===== src/rtl/imem_fetch_ctrl_pkg.sv =====
// ----------------------------------------------------------------------------
// imem_fetch_ctrl_pkg
// Shared definitions for the instruction fetch controller:
//   - state_t      : controller state encoding (LOAD=0, RUN=1, HALT=2)
//   - NOP_INSTR    : instruction presented when no fetch is taking place
//   - DEFAULT_*    : default memory depth and start address
// ----------------------------------------------------------------------------
package imem_fetch_ctrl_pkg;

  typedef enum logic [1:0] {
    ST_LOAD = 2'd0,
    ST_RUN  = 2'd1,
    ST_HALT = 2'd2
  } state_t;

  localparam logic [31:0] NOP_INSTR        = 32'h0000_0000;
  localparam int          DEFAULT_DEPTH    = 64;
  localparam logic [31:0] DEFAULT_RESET_PC = 32'h0000_0000;

endpackage


===== src/rtl/imem_fetch_ctrl_pc_next_sel.sv =====
// ----------------------------------------------------------------------------
// imem_fetch_ctrl_pc_next_sel
// Next-PC selection for the RUN state.
// Ports:
//   pc            in  32  current fetch byte address
//   branch_taken  in  1   redirect request (highest priority)
//   branch_target in  32  redirect byte address, forced word aligned
//   stall         in  1   hold current PC
//   next_pc       out 32  selected next fetch byte address
// ----------------------------------------------------------------------------
module imem_fetch_ctrl_pc_next_sel (
  input  logic [31:0] pc,
  input  logic        branch_taken,
  input  logic [31:0] branch_target,
  input  logic        stall,
  output logic [31:0] next_pc
);

  // Low target bits are dropped to keep fetches word aligned.
  logic unused_target_bits;
  assign unused_target_bits = ^branch_target[1:0];

  // A branch wins over a stall; pc+4 wraps naturally at 2^32.
  always_comb begin
    next_pc = pc + 32'd4;
    if (branch_taken) begin
      next_pc = {branch_target[31:2], 2'b00};
    end else if (stall) begin
      next_pc = pc;
    end
  end

endmodule


===== src/rtl/imem_fetch_ctrl.sv =====
// ----------------------------------------------------------------------------
// imem_fetch_ctrl
// Program-load and instruction-fetch controller for an external instruction
// memory with combinational read.
// Ports:
//   clk, rst                        clock / async active-high reset
//   ld_start, ld_valid, ld_data,
//   ld_done, ld_ready               program loader handshake
//   halt_req, stall,
//   branch_taken, branch_target     fetch control from the core
//   mem_addr, mem_wr_en,
//   mem_wr_data, mem_rd_data        instruction memory interface
//   pc, instr, instr_valid          fetch results
//   state                           current controller state
// ----------------------------------------------------------------------------
module imem_fetch_ctrl
  import imem_fetch_ctrl_pkg::*;
#(
  parameter int          DEPTH    = DEFAULT_DEPTH,
  parameter int          ADDR_W   = 6,
  parameter logic [31:0] RESET_PC = DEFAULT_RESET_PC
) (
  input  logic              clk,
  input  logic              rst,
  input  logic              ld_start,
  input  logic              ld_valid,
  input  logic [31:0]       ld_data,
  input  logic              ld_done,
  output logic              ld_ready,
  input  logic              halt_req,
  input  logic              stall,
  input  logic              branch_taken,
  input  logic [31:0]       branch_target,
  output logic [ADDR_W-1:0] mem_addr,
  output logic              mem_wr_en,
  output logic [31:0]       mem_wr_data,
  input  logic [31:0]       mem_rd_data,
  output logic [31:0]       pc,
  output logic [31:0]       instr,
  output logic              instr_valid,
  output logic [1:0]        state
);

  localparam logic [ADDR_W-1:0] LAST_ADDR = ADDR_W'(DEPTH - 1);

  state_t            state_q;
  logic [ADDR_W-1:0] ld_cnt;
  logic [31:0]       next_pc;
  logic              in_load;
  logic              in_run;

  assign in_load = (state_q == ST_LOAD);
  assign in_run  = (state_q == ST_RUN);

  imem_fetch_ctrl_pc_next_sel u_pc_next_sel (
    .pc            (pc),
    .branch_taken  (branch_taken),
    .branch_target (branch_target),
    .stall         (stall),
    .next_pc       (next_pc)
  );

  // Memory and fetch outputs are combinational so a fetch completes in the
  // same cycle. A load write is suppressed while reset is asserted and when
  // ld_start restarts the load. Encoding 3 behaves as HALT.
  always_comb begin
    ld_ready    = in_load;
    mem_wr_data = ld_data;
    mem_wr_en   = in_load & ld_valid & ~ld_start & ~rst;
    mem_addr    = in_load ? ld_cnt : pc[ADDR_W+1:2];
    instr       = in_run ? mem_rd_data : NOP_INSTR;
    instr_valid = in_run & ~stall;
    state       = state_q;
  end

  // Controller state machine. ld_start has top priority in every state,
  // then halt_req, then the branch/stall/increment next-PC selection.
  always_ff @(posedge clk or posedge rst) begin
    if (rst) begin
      state_q <= ST_LOAD;
      ld_cnt  <= '0;
      pc      <= RESET_PC;
    end else begin
      case (state_q)
        ST_LOAD: begin
          if (ld_start) begin
            ld_cnt <= '0;
          end else begin
            if (ld_valid) begin
              ld_cnt <= ld_cnt + 1'b1;
            end
            if (ld_done || (ld_valid && ld_cnt == LAST_ADDR)) begin
              state_q <= ST_RUN;
              pc      <= RESET_PC;
            end
          end
        end
        ST_RUN: begin
          if (ld_start) begin
            state_q <= ST_LOAD;
            ld_cnt  <= '0;
          end else if (halt_req) begin
            state_q <= ST_HALT;
          end else begin
            pc <= next_pc;
          end
        end
        default: begin
          if (ld_start) begin
            state_q <= ST_LOAD;
            ld_cnt  <= '0;
          end
        end
      endcase
    end
  end

endmodule


===== config.mk =====
export PLATFORM = sky130hd
export DESIGN_NAME = imem_fetch_ctrl
export DESIGN_NICKNAME = d
export VERILOG_FILES = /design/src/rtl/imem_fetch_ctrl_pkg.sv /design/src/rtl/imem_fetch_ctrl_pc_next_sel.sv /design/src/rtl/imem_fetch_ctrl.sv
export SDC_FILE = /design/constraint.sdc
export NUM_CORES = 1
export LEC_CHECK = 0
export CORE_MARGIN = 2
export CORE_UTILIZATION = 36
export CTS_CLUSTER_SIZE = 28
export DETAILED_ROUTE_END_ITERATION = 8
export PLACE_DENSITY = 0.87
export SLEW_MARGIN = 30
export SYNTH_ARGS = -nofsm -noshare
export SYNTH_HDL_FRONTEND = slang
export SYNTH_SLANG_ARGS = --single-unit

===== constraint.sdc =====
create_clock -name clk -period 2.75 [get_ports clk]
set_input_delay 0.55 -clock clk [delete_from_list [all_inputs] [get_ports clk]]
set_output_delay 0.55 -clock clk [all_outputs]
set_load 0.05 [all_outputs]

; ---- Word-level counts from Yosys, hierarchy flattened
; Index checks and enable logic that the tools add are counted.
[word_totals]
register_bits = 40
latch_bits = 0
mem_bits_rw = 0
mem_bits_ro = 0
in_bits = 104
out_inout_bits = 107
word_cells = 49
n_memories = 0
[classes]
addsub = 2
mul = 0
div_mod_pow = 0
magnitude_cmp = 0
eq_ne = 8
n_shift = 0
muxes = 19
bitwise_logic = 7
n_reduce_logical = 10
[op_table]
columns = operator, count
row1 = $mux W32, 7
row2 = $pmux W32 S2, 1
row3 = $add A32 B3 Y32 const B, 1
row4 = $mux W6, 5
row5 = $mux W2, 5
row6 = $add A6 B1 Y6 const B, 1
row7 = $eq A6 B6 Y1 const B, 1
row8 = $ne A2 B2 Y1 const B, 3
row9 = $ne A3 B3 Y1 const B, 2
row10 = $reduce_and A6 Y1, 1
row11 = $reduce_bool A2 Y1, 3
row12 = $and A1 B1 Y1, 4
row13 = $pmux W2 S2, 1
row14 = $reduce_and A4 Y1, 1
row15 = $not A1 Y1, 3
row16 = $reduce_bool A3 Y1, 1
row17 = $eq A2 B1 Y1 const B, 1
row18 = $logic_not A2 Y1, 1
row19 = $ne A2 B1 Y1 const B, 1
row20 = $reduce_and A2 Y1, 1
row21 = $logic_and A1 B1 Y1, 1
row22 = $logic_or A1 B1 Y1, 1

; ---- Longest topological paths before layout
; Gate-level depths: netlist of the first run.
[depth]
ltp_word = 6
mapped_depth = 7
ltp_nobuf = 6

; ---- By module
; Synthesis of the first run repeated with hierarchy kept, for this count alone.
[hier_totals]
hier_cells = 458
area_unflattened_um2 = 3514.6
[by_module_without_submodules]
columns = module, instances, cells_each, area_per_inst_um2, seq_area_each_um2
row1 = imem_fetch_ctrl, 1, 296, 2551.2, 1001.0
row2 = imem_fetch_ctrl_pc_next_sel, 1, 162, 963.4, 0.0

; ---- Worst setup path after synthesis of the first run
; No wires, ideal clock.
[synth_path]
kind = register to output
from = register state_q[1], in the netlist state[1]
to = output mem_wr_en
arrival_ps = 2821
t_required_ps = 2200
setup_slack_ps = -621
stages_incl_launch_ff = 5
n_path_buf = 1
path_cell_list = dfrtp_1 > nor2_2 > and2_0 > buf_2 > nor3b_1
[synth_via]
elab_chain_len = 4
[synth_lines]
columns = element, line_no
row1 = from (decl), imem_fetch_ctrl.sv:46  ; state_t state_q;
row2 = from (signal assigned), imem_fetch_ctrl.sv:80  ; state_q <= ST_LOAD;
row3 = from (signal assigned), imem_fetch_ctrl.sv:93  ; state_q <= ST_RUN;
row4 = from (signal assigned), imem_fetch_ctrl.sv:100  ; state_q <= ST_LOAD;
row5 = $logic_not A2 Y1, imem_fetch_ctrl.sv:52  ; assign in_load = (state_q == ST_LOAD);
row6 = via ld_ready, imem_fetch_ctrl.sv:29  ; output logic ld_ready,
row7 = $and A1 B1 Y1 (3 in a row), imem_fetch_ctrl.sv:69  ; mem_wr_en = in_load & ld_valid & ~ld_start & ~rst;
row8 = to (decl), imem_fetch_ctrl.sv:35  ; output logic mem_wr_en,
; The timed path passes the listed nets, and every way through them passes these cells.

; ---- Final worst setup path of the first run
[layout_path]
from = register state_q[1], in the netlist state[1]
to = output mem_addr[4]
[layout_via]
elab_chain_len = 2
[layout_lines]
columns = element, line_no
row1 = $logic_not A2 Y1, imem_fetch_ctrl.sv:52
row2 = $mux W6, imem_fetch_ctrl.sv:70  ; mem_addr = in_load ? ld_cnt : pc[ADDR_W+1:2];
row3 = to (decl), imem_fetch_ctrl.sv:34  ; output logic [ADDR_W-1:0] mem_addr,
; No other way between the ends.

==> impl_metrics.env, run 1 <==
export IMPL_status="completed"
export IMPL_dr_total_vias=3262
export IMPL_grt_antenna_before_repair=0
export IMPL_min_delay_start="pc[31]"
export IMPL_drv_slew=0
export IMPL_clock_root_buffer="clkbuf_8"
export IMPL_gr_usage_met2_pct=38.6
export IMPL_ir_drop_mv=0.180
export IMPL_ys_types=61
export IMPL_grt_max_degree=56
export IMPL_worstHoldPathCells=1
export IMPL_setup_ws_ps=84.4
export IMPL_tns_ps=0
export IMPL_finalCriticalPeriod_ps=2670
export IMPL_grt_overflow_total=0
export IMPL_cp_start_kind="flip-flop"
export IMPL_final_nets=579
export IMPL_busiest_layer="met2"
export IMPL_grt_pass1_vias=3197
export IMPL_die_w_um=95.4
export IMPL_place_congestion=0.866
export IMPL_dpl_hpwl_um=7480
export IMPL_ant_nets=0
export IMPL_cts_hold_buf=0
export IMPL_p_switching_mw=0.680
export IMPL_combPwrFrac_pct=41.9
export IMPL_min_to="pc[31]"
export IMPL_worst_endpoint_required_ps=2200
export IMPL_port_buffers=142
export IMPL_n_antenna_cell=0
export IMPL_h_tree_depth=2
export IMPL_grt_pass1_wl_um=15300
export IMPL_synth_top_area_share_pct=31.6
export IMPL_relSlewSlack_pct=62.7
export IMPL_cellPowerDensity_mw_per_mm2=384
export IMPL_numCtsBuffers=5
export IMPL_p_leak_nw=1.87
export IMPL_synth_edf_count=0
export IMPL_switching_share_pct=37.6
export IMPL_synth_seq_cells=38
export IMPL_r2r_start="pc[2]"
export IMPL_synth_area_per_cell_um2=8.22
export IMPL_drcViolationCount=0
export IMPL_p_int_mw=1.13
export IMPL_seq_area_frac_synth_pct=31.6
export IMPL_setup_viol=0
export IMPL_timing_rr_end="pc[26]"
export IMPL_ys_flop_type="dfrtp_1"
export IMPL_drv_cap=0
export IMPL_pre_cts_slack_ps=403
export IMPL_rows=33
export IMPL_die_h_um=95.4
export IMPL_async_flop_share_pct=100
export IMPL_start_util_pct=36.8
export IMPL_endpoint_kind="output pin"
export IMPL_wl_per_cell_um=16.6
export IMPL_clk_latency_ps=290
export IMPL_synth_most_common_cell="dfrtp_1"
export IMPL_drive_above_1_share_pct=16.0
export IMPL_wl_um=9620
export IMPL_post_cts_buffers=0
export IMPL_area_delta_synth_final_pct=56.7
export IMPL_ff2ff_path_depth=6
export IMPL_cts_resized=0
export IMPL_sequentialPowerShare_pct=36.1
export IMPL_grtUsageTotal_pct=21.4
export IMPL_finalHoldViolCount=0
export IMPL_dp_cells=571
export IMPL_first_pass_iters=4
export IMPL_fmax_ghz=0.375
export IMPL_drtIter0Drc=199
export IMPL_use_met3_pct=6.40
export IMPL_tightest_slew_ps=557
export IMPL_skew_ps=5.24
export IMPL_synth_top_cells_by_area="dfrtp_1 (32%), buf_4 (8.5%), and2_1 (6.7%), o21ai_0 (5.3%), nor2_1 (3.7%)"
export IMPL_critPathKind="flip-flop to output pin"
export IMPL_reg2reg_slack_ps=580
export IMPL_worst_path_max_fanout=9
export IMPL_pwr_share_clk_pct=22.0
export IMPL_hold_path_class="flip-flop to flip-flop"
export IMPL_cts_sinks=38
export IMPL_cts_tree="built"
export IMPL_synthTopCellsByCount="dfrtp_1 (38), buf_4 (34), and2_1 (32), o21ai_0 (32), nor2_1 (30)"
export IMPL_clk_pin_slew_worst_paths_ps=80
export IMPL_startpoint="state[1]"
export IMPL_fillers=685
export IMPL_vias_per_cell=5.63
export IMPL_pin_count=211
export IMPL_clk_path_buf_depth=2
export IMPL_cp_arrival_ps=2120
export IMPL_rsz0062_at_grt="no"
export IMPL_min_period_over_period_pct=96.9
export IMPL_yosysWarnings=0
export IMPL_final_cells=579
export IMPL_met1_usage_pct=23.3
export IMPL_netlist_area_mm2=0.00301
export IMPL_coreArea_mm2=0.00818
export IMPL_synth_top_cell_by_area="dfrtp_1"
export IMPL_synthCells=366
export IMPL_dieArea_mm2=0.00910
-- state kept, by name (all words and copies together), names as in the netlist --
name	flops
pc	30
ld_cnt	6
state	2
-- logic make-up after synthesis --
kind of cell             count (synthesis)  share of synthesized area, %
buffers and inverters                   61                          12.8
AND/OR/NAND/NOR                        157                          30.2
XOR/XNOR                                 7                          2.04
multiplexers                             8                          2.91
AO/OA/AOI/OAI                           92                          19.5
other                                    1                         0.125
adder cells (fa/ha/maj)                  2                         0.832
flip-flops                              38                          31.6
-- power groups by stage --
| stage | combinational [mW] | clock [mW] | sequential (mW) |
|---|---|---|---|
| 3_5_place_dp | 0.761 | 0 | 0.663 |
| 2_1_floorplan | 0.434 | 0 | 0.756 |
| 6_report | 0.758 | 0.399 | 0.653 |
| 5_1_grt | 0.799 | 0.431 | 0.659 |
| 3_3_place_gp | 0.748 | 0 | 0.660 |
| 4_1_cts | 0.764 | 0.405 | 0.652 |
-- final cells by class --
cell class / count / area [µm²] / area share [%]
tap: 105 / 131 / 2.79
multi-input combinational: 268 / 1690 / 35.8
clock inverter: 1 / 5.00 / 0.106
timing repair buffer: 152 / 1820 / 38.6
sequential: 38 / 951 / 20.2
inverter: 8 / 30.0 / 0.637
clock buffer: 7 / 86.3 / 1.83
-- how the worst max path moves through the flow --
| stage | end | slack [ps] | depth (start not counted) |
|---|---|---|---|
| after floorplan | mem_wr_en | 110 | 4 |
| after global placement | mem_addr[5] | 450 | 3 |
| after detailed placement | mem_addr[4] | 400 | 3 |
| after CTS | mem_addr[4] | 80 | 3 |
| after global routing | mem_addr[4] | 20 | 3 |
| final | mem_addr[4] | 80 | 3 |
-- worst max-delay path, stage by stage, from the launching register on --
cell and delay [ps]:
dfrtp_1 480, nor2_4 250, mux2_2 380, clkdlybuf4s50_1 720
-- routing by layer --
layer / vias up / share of wire [%]
li1: 1507 / -
met3: 20 / 11
met5: - / 0
met1: 1516 / 35
met4: 0 / 2.5
met2: 219 / 51
-- through the flow --
step / hold WS [ps] / cell area [µm²] / power (mW) / utilization, %
after floorplan: 530 / 3020 / 1.19 / -
after global placement: 510 / 4620 / 1.41 / 56.5
after detailed placement: 517 / 4620 / 1.42 / 56.5
after CTS: 534 / 4710 / 1.82 / 57.6
after global routing: 560 / 4710 / 1.89 / 57.6
final: 532 / 4710 / 1.81 / 57.6
-- placed cells by master (no fill, tap or decap), drive strengths merged, types with 4 or more instances in the layout --
cell	Yosys	layout
a32oi	6	6
o22ai	4	4
o2bb2ai	5	5
and2	35	35
o21ai	32	32
mux2	6	6
clkdlybuf4s50	0	107
nand3	16	16
nand4	11	11
nor4	7	7
buf	41	45
and4	6	6
o31a	4	4
nand2	22	22
nor2b	4	4
a21oi	16	16
a31oi	5	5
nor2	32	32
nor3	6	6
and3	5	5
a22oi	7	7
clkbuf	12	7
dfrtp	38	38
inv	8	8
xor2	6	6
(Power assumes the default switching activity.)
==> run 2, diff against run 1 <==
--- a/config.mk
+++ b/config.mk
@@ -9,7 +9,7 @@
 export CORE_UTILIZATION = 36
 export CTS_CLUSTER_SIZE = 28
 export DETAILED_ROUTE_END_ITERATION = 8
-export PLACE_DENSITY = 0.87
+export PLACE_DENSITY = 0.79
 export SLEW_MARGIN = 30
 export SYNTH_ARGS = -nofsm -noshare
 export SYNTH_HDL_FRONTEND = slang
==> run 2 against run 1 <==
Routed wire length is 1.1% higher. Register-to-register slack worse by 70 ps. Sequential power hardly changed. Combinational power is 10% lower. Clock power is 4% higher. Worst hold slack worse by 24 ps. Non-clock buffer count stayed put. Worst setup slack better by 6.6 ps. Die area stayed put. Sequential share of layout area is 1.8 points higher. Core utilization is 4.8 points lower. Critical endpoint is now mem_addr[0].
==> impl_metrics.env, run 2 (synthesized netlist as in run 1, its figures left out) <==
export IMPL_numCtsBuffers=5
export IMPL_place_congestion=0.913
export IMPL_grt_pass1_wl_um=15000
export IMPL_worst_path_max_fanout=9
export IMPL_area_delta_synth_final_pct=43.6
export IMPL_critPathKind="flip-flop to output pin"
export IMPL_grt_overflow_total=0
export IMPL_drv_cap=0
export IMPL_die_h_um=95.4
export IMPL_p_leak_nw=1.79
export IMPL_finalHoldViolCount=0
export IMPL_status="completed"
export IMPL_grt_max_degree=56
export IMPL_rows=33
export IMPL_largest_reg_flops=30
export IMPL_first_pass_iters=4
export IMPL_pin_count=211
export IMPL_gr_usage_met2_pct=37.3
export IMPL_cp_arrival_ps=2110
export IMPL_dieArea_mm2=0.00910
export IMPL_clk_latency_ps=290
export IMPL_top_register="pc"
export IMPL_final_nets=579
export IMPL_ir_drop_mv=0.219
export IMPL_n_antenna_cell=0
export IMPL_grt_antenna_before_repair=0
export IMPL_start_util_pct=36.8
export IMPL_worst_endpoint_required_ps=2200
export IMPL_hold_ws_ps=508
export IMPL_busiest_layer="met2"
export IMPL_cts_tree="built"
export IMPL_setup_viol=0
export IMPL_tns_ps=0
export IMPL_grtUsageTotal_pct=21.1
export IMPL_final_area_mm2=0.00432
export IMPL_cts_sinks=38
export IMPL_dpl_cell_area_mm2=0.00422
export IMPL_power_mw=1.74
export IMPL_drv_slew=0
export IMPL_coreArea_mm2=0.00818
export IMPL_clk_path_buf_depth=2
export IMPL_final_cell_mix="clkdlybuf4s50_1 (106), buf_4 (43), dfrtp_1 (38), o21ai_0 (32), and2_1 (32)"
export IMPL_relSlewSlack_pct=60.1
export IMPL_rsz0062_at_grt="no"
export IMPL_cellPowerDensity_mw_per_mm2=404
export IMPL_drtIter0Drc=133
export IMPL_use_met3_pct=5.14
export IMPL_dpl_hpwl_um=7280
export IMPL_wl_per_cell_um=16.8
export IMPL_h_tree_depth=2
export IMPL_port_buffers=142
export IMPL_clk_pin_slew_worst_paths_ps=80
export IMPL_fmax_ghz=0.376
export IMPL_ant_nets=0
export IMPL_cp_start_kind="flip-flop"
export IMPL_grt_pass1_vias=3040
export IMPL_endpoint_kind="output pin"
export IMPL_vias_per_cell=5.43
export IMPL_skew_ps=9.69
export IMPL_final_common_cell="clkdlybuf4s50_1"
export IMPL_tightest_slew_ps=593
export IMPL_clock_root_buffer="clkbuf_8"
export IMPL_drcViolationCount=0
export IMPL_wl_um=9730
export IMPL_fillers=785
export IMPL_met1_usage_pct=24.8
export IMPL_finalCriticalPeriod_ps=2660
export IMPL_drive_above_1_share_pct=16.2
export IMPL_hold_path_class="flip-flop to flip-flop"
export IMPL_dr_total_vias=3143
export IMPL_die_w_um=95.4
export IMPL_min_period_over_period_pct=96.7
## run 2: cell types whose count changed in the layout (fill, tap and decap cells not counted), sizes merged
cell	change
dlymetal6s2s	+1
clkbuf	-1
clkdlybuf4s50	-1
clkinvlp	+1
## run 2: repair_timing
item / CTS / global route
resized for setup: 0 / 1
setup buffers: 0 / 0
setup endpoints to repair: 0 / 1
hold buffers: 0 / 0
## run 2: through the flow
stage / utilization [%] / setup slack [ps] / cells
6_report: 52.8 / 91.0 / 579
4_1_cts: 52.8 / 73.5 / 579
3_3_place_gp: 51.6 / 410 / 571
3_5_place_dp: 51.6 / 410 / 571
2_1_floorplan: - / 115 / 367
5_1_grt: 52.8 / 4.47 / 579
## run 2: cell type report
cell class | count | area (µm²) | area share (%)
repair buffers | 152 | 1420 | 32.9
inverters | 8 | 30.0 | 0.695
multi-input cells | 268 | 1690 | 39.1
clock buffers | 6 | 82.6 | 1.91
clock inverters | 2 | 12.5 | 0.290
well taps | 105 | 131 | 3.04
flip-flops and latches | 38 | 951 | 22.0
## run 2: metal layers
| layer | up-vias | share of wire (%) |
|---|---|---|
| li1 | 1503 | - |
| met1 | 1491 | 38 |
| met2 | 138 | 53 |
| met3 | 11 | 8.1 |
| met4 | 0 | 1.0 |
| met5 | - | 0 |
## run 2: worst paths after layout
check / from / end / slack [ps] / cells after the start
min in group asynchronous: rst / ld_cnt[1] / 770 / 3
min: pc[31] / pc[31] / 510 / 1
min reg2reg: pc[31] / pc[31] / 510 / 1
max: state[1] / mem_addr[0] / 90 / 3
max reg2reg: pc[3] / pc[26] / 510 / 6
max in group asynchronous: rst / pc[29] / 1620 / 3
## run 2: report_power, final
part / total (mW) / switching (mW) / internal, mW
clock: 0.414 / 0.212 / 0.202
sequential: 0.650 / 0.0577 / 0.593
combinational: 0.680 / 0.411 / 0.270
total: 1.74 / 0.680 / 1.06
## run 2: worst max-delay path: stages, from the launching register on
cell and delay (ps):
dfrtp_1 470, nor2_4 260, mux2_2 370, clkdlybuf4s50_1 720
